$ cat src/rtl/mod_updown_counter.sv
// Parametrised modulo-MOD up/down counter with load, clear, and a wrap-or-saturate boundary policy.
// Ports: clk, rst (async, active-high), clr, load/load_val, enable, up -> count, tc, wrap_p, sat, wrap_cnt.
// count, wrap_p, sat and wrap_cnt are registered; tc is combinational from count and up.
module mod_updown_counter #(
    parameter int MOD          = 8,
    parameter int COUNTER_BITS = 3,
    parameter bit WRAP         = 1'b1,
    parameter int RESET_VAL    = MOD - 1
) (
    input  logic                    clk,
    input  logic                    rst,
    input  logic                    clr,
    input  logic                    load,
    input  logic [COUNTER_BITS-1:0] load_val,
    input  logic                    enable,
    input  logic                    up,
    output logic [COUNTER_BITS-1:0] count,
    output logic                    tc,
    output logic                    wrap_p,
    output logic                    sat,
    output logic [COUNTER_BITS-1:0] wrap_cnt
);

    // Boundary and reset constants at counter width. MOD itself may not fit
    // in COUNTER_BITS (MOD == 2**COUNTER_BITS), so only MOD-1 is ever formed.
    localparam logic [COUNTER_BITS-1:0] MAX_V = COUNTER_BITS'(MOD - 1);
    localparam logic [COUNTER_BITS-1:0] RST_V = COUNTER_BITS'(RESET_VAL);
    localparam logic [COUNTER_BITS-1:0] ONE   = COUNTER_BITS'(1);

    logic [COUNTER_BITS-1:0] load_clamped;

    // Out-of-range load values land on the top legal value.
    always_comb begin
        load_clamped = load_val;
        if (int'(load_val) > MOD - 1) begin
            load_clamped = MAX_V;
        end
    end

    // Terminal count depends on the direction being sampled this cycle, so a
    // direction change moves tc immediately and the next edge acts on it.
    assign tc = up ? (count == MAX_V) : (count == '0);

    always_ff @(posedge clk or posedge rst) begin
        if (rst) begin
            count    <= RST_V;
            wrap_p   <= 1'b0;
            sat      <= 1'b0;
            wrap_cnt <= '0;
        end else if (clr) begin
            count    <= RST_V;
            wrap_p   <= 1'b0;
            sat      <= 1'b0;
            wrap_cnt <= '0;
        end else if (load) begin
            // load takes the cycle: no count step even if enable is high
            count  <= load_clamped;
            wrap_p <= 1'b0;
            sat    <= 1'b0;
        end else if (enable) begin
            if (!tc) begin
                // Interior step; when saturated this is the move away from
                // the boundary that releases sat.
                count  <= up ? (count + ONE) : (count - ONE);
                wrap_p <= 1'b0;
                sat    <= 1'b0;
            end else if (WRAP) begin
                count    <= up ? '0 : MAX_V;
                wrap_p   <= 1'b1;
                sat      <= 1'b0;
                wrap_cnt <= wrap_cnt + ONE;
            end else begin
                // Saturating policy: pinned at the boundary.
                wrap_p <= 1'b0;
                sat    <= 1'b1;
            end
        end else begin
            // Hold: count and sat keep their values, the wrap pulse drops.
            wrap_p <= 1'b0;
        end
    end

endmodule

$ cat config.mk
export PLATFORM = sky130hd
export DESIGN_NAME = mod_updown_counter
export DESIGN_NICKNAME = d
export VERILOG_FILES = /design/src/rtl/mod_updown_counter.sv
export SDC_FILE = /design/constraint.sdc
export NUM_CORES = 1
export LEC_CHECK = 0
export CAP_MARGIN = 10
export CORE_MARGIN = 2
export CORE_UTILIZATION = 35
export CTS_CLUSTER_DIAMETER = 60
export CTS_CLUSTER_SIZE = 10
export DETAILED_ROUTE_END_ITERATION = 10
export GPL_ROUTABILITY_DRIVEN = 0
export PLACE_DENSITY = 0.64
export SETUP_SLACK_MARGIN = 0.3
export SLEW_MARGIN = 20
export SYNTH_ARGS = -nofsm -noshare
export SYNTH_HDL_FRONTEND = slang
export SYNTH_SLANG_ARGS = --single-unit
$ cat constraint.sdc
create_clock -name clk -period 1.8 [get_ports clk]
set_input_delay 0.36 -clock clk [delete_from_list [all_inputs] [get_ports clk]]
set_output_delay 0.36 -clock clk [all_outputs]
set_load 0.02 [all_outputs]
==> flow_metrics.py <==
metrics = {
    "cts": {
        "clock_tree.htree_level_count": 1,
        "cts.clk_slew.worst_paths_ps": 50,
        "max-clock-path-buffers": 2,
        "tritoncts": "built",
        "clk_root_buffer_cell": "sky130_fd_sc_hd__clkbuf_4",
        "cts.sink_count": 7,
        "cts_hold_repair.buffers": 0,
        "cts_inserted_buffers": 3,
        "worstSkewPairLatency_ps": 240,
    },
    "yosys": {
        "synth_enable_flop_cells": 0,
        "synth_fp_nets": 60,
        "synthFlopType": "sky130_fd_sc_hd__dfrtp_1",
        "yosysUniqueCellTypes": 28,
        "area_share_of_the_largest_cell_type_after_synthesis": 0.215,
        "synth_area_leaders": "sky130_fd_sc_hd__dfrtp_1 22%, sky130_fd_sc_hd__dfstp_2 17%, sky130_fd_sc_hd__nor2_1 6.5%, sky130_fd_sc_hd__a221o_1 4.3%, sky130_fd_sc_hd__fa_1 4.3%",
        "post_synth_inst_count": 49,
        "synthesis.yosys.warnings": 0,
        "post_synth_most_frequent_cells": "8 x sky130_fd_sc_hd__nor2_1, 4 x sky130_fd_sc_hd__dfrtp_1, 4 x sky130_fd_sc_hd__inv_1",
        "cell_with_the_most_instances_after_synthesis": "sky130_fd_sc_hd__nor2_1",
        "synth.yosys.seq_area_share": 0.384,
        "synth_area_um2": 465,
        "synthesis.area_per_instance_um2": 9.50,
        "netlist.top_cell.by_area": "sky130_fd_sc_hd__dfrtp_1",
        "postSynthRegisterBits": 7,
        "synthArstFlopShare": 1.00,
    },
    "power": {
        "static-leakage-power_nw": 0.369,
        "total_power_uw": 489,
        "ir_drop_uv": 371,
        "power.density_nw_per_um2": 603,
    },
    "setup_path": {
        "timing.critical_path.from": "count[2]$_DFFE_PP1P_",
        "r2r_slack_ps": 130,
        "worst-path-max-fanout": 2,
        "critPathSlowestCell": "sky130_fd_sc_hd__or4_4",
        "delay_contributed_by_the_slowest_stage_of_the_critical_path_ps": 530,
        "worstSetupEndpointType": "output pin",
        "path_buf_inv": 1,
        "critical_path_required_ps": 1440,
        "worstSetupPathType": "register to output pin",
        "worstReg2RegStart": "count[0]$_DFFE_PP1P_",
        "critical_path_arrival_ps": 1330,
        "cp-start-kind": "register",
        "path_cells": "or4_4, nand2_2, buf_6",
        "timing.critical_path.max_delay_family": "simple AND/OR/NAND/NOR gates",
    },
    "sta": {
        "final.hold.worst_slack_ps": 349,
        "fmax_mhz": 592,
        "finalCriticalPeriod_ps": 1690,
        "setup_viol": 0,
        "crit_path_setup_slack_layout_ps": 111,
        "fraction_of_the_cycle_the_final_worst_path_needs": 0.938,
        "grt_setup_unrepaired": "true",
        "fin_worst_skew_ps": 0.267,
        "final_hold_vios": 0,
        "slew_violations": 0,
    },
    "routing": {
        "drtPass1Iterations": 3,
        "drt-initial-drc-count": 6,
        "wirelength_um": 1210,
        "avgRoutedWirePerCell_um": 12.7,
        "vias_per_cell": 4.84,
        "routed_via_count": 460,
        "route.detailed.drc": 0,
        "number_of_routed_nets_with_antenna_violations": 0,
    },
    "global_route": {
        "antenna_found_initial": 0,
        "grtUsageTotal": 0.176,
        "first_global_vias": 433,
        "grt_overflow": 0,
        "first_pass_grt_wire_length_um": 1910,
        "grt_start_max_net_pins": 9,
    },
    "placement": {
        "numPlacedInstances": 88,
        "hpwlAfterDp_um": 877,
        "io_buffer_count": 16,
        "dp_worst_setup_slack_ps": -571,
    },
    "floorplan": {
        "chipHeight_um": 40.5,
        "placeableCoreArea_um2": 1270,
        "start_util": 0.367,
        "dieWidth_um": 40.5,
        "cell_rows": 13,
        "design.die.area_um2": 1640,
        "top_level_ports": 18,
    },
    "finish": {
        "regArea_um2": 179,
        "num-fill-cells": 121,
        "design.final.nets": 92,
        "finalCoreUtilization": 0.640,
        "antenna_cells_inserted": 0,
        "area_of_the_multi_input_gates_um2": 315,
        "area_growth_syn_to_layout_pct": 74.5,
        "final_layout_size_suffix_gt1_frac": 0.450,
        "final_non_filler_cells": 95,
    },
    "min_path": {
        "worstHoldPathType": "input port to async pin",
    },
    "flow_run": {
        "maxCapViolCount": 0,
    },
    "outcome": {
        "run_status": "completed",
    },
}
worst reg2reg max path: stages (launching register included):
cell	delay (ps)
sky130_fd_sc_hd__dfstp_2	370
sky130_fd_sc_hd__buf_6	120
sky130_fd_sc_hd__fa_2	400
sky130_fd_sc_hd__nor2b_4	140
sky130_fd_sc_hd__or3_4	320
sky130_fd_sc_hd__o2111ai_2	90
sky130_fd_sc_hd__a221o_1	160
routing by layer:
metal  global-route usage  up-vias  part of all wire
met3               0.0500        0             0.013
met5                    0        -                 0
li1                     -      231                 -
met4               0.0250        0                 0
met1                0.229      225              0.43
met2                0.294        4              0.56
sequential cells by signal, indices dropped and copies added, names as in the netlist:
register	flops
count	3
wrap_cnt	3
wrap_p	1
placed cells by master, fill, tap and decap left out, types with 2 or more instances in the layout:
master,n
sky130_fd_sc_hd__dfstp_2,3
sky130_fd_sc_hd__buf_4,8
sky130_fd_sc_hd__mux2i_1,2
sky130_fd_sc_hd__buf_6,7
sky130_fd_sc_hd__inv_1,3
sky130_fd_sc_hd__clkdlybuf4s50_1,7
sky130_fd_sc_hd__clkbuf_4,3
sky130_fd_sc_hd__dfrtp_1,4
sky130_fd_sc_hd__a221o_1,2
sky130_fd_sc_hd__nor2b_1,2
sky130_fd_sc_hd__dlygate4sd2_1,5
sky130_fd_sc_hd__nor2_1,7
timing repair:
action | 4_1_cts | 5_1_grt
setup endpoints to repair | 14 | 10
gates resized for setup | 28 | 12
pin swaps | 9 | 3
setup buffers | 3 | 0
logic make-up (layout without fill, tap and decap cells):
group           Yosys count  after routing  synth area share
buf+inv                   5             36            0.0484
simple gates             21             21             0.242
flops                     7              7             0.384
mux                       2              2            0.0430
compound gates            8              8             0.148
xor+xnor                  3              3            0.0565
fa+ha+maj                 2              2            0.0699
other cells               1              1           0.00806
metrics by stage:
| step | cell area (um^2) | setup TNS [ps] |
|---|---|---|
| after floorplan | 478 | 0 |
| after global placement | 717 | -2010 |
| after detailed placement | 717 | -2130 |
| after CTS | 791 | 0 |
| after global routing | 812 | 0 |
| final | 812 | 0 |
path summary, 6_finish.rpt:
kind                                           end  cells past startpoint
min reg2reg                wrap_cnt[2]$_DFFE_PP0P_                      2
min                               wrap_p$_DFF_PP0_                      2
max reg2reg                   count[2]$_DFFE_PP1P_                      6
max in group asynchronous     count[0]$_DFFE_PP1P_                      2
max                                             tc                      3
min in group clk           wrap_cnt[2]$_DFFE_PP0P_                      2
where the power goes:
group	switching [mW]	internal (mW)	leakage, nW	total (mW)
clock network	0.0544	0.0844	0.0150	0.139
registers	0.00583	0.169	0.0872	0.175
logic	0.0822	0.0932	0.267	0.175
final cells by class:
class / instances / area share
inverters: 4 / 0.0185
repair buffers: 28 / 0.317
well taps: 15 / 0.0231
clock buffers: 4 / 0.0324
multi-input cells: 37 / 0.388
flip-flops and latches: 7 / 0.220
Power figures use the tool's default switching activity.
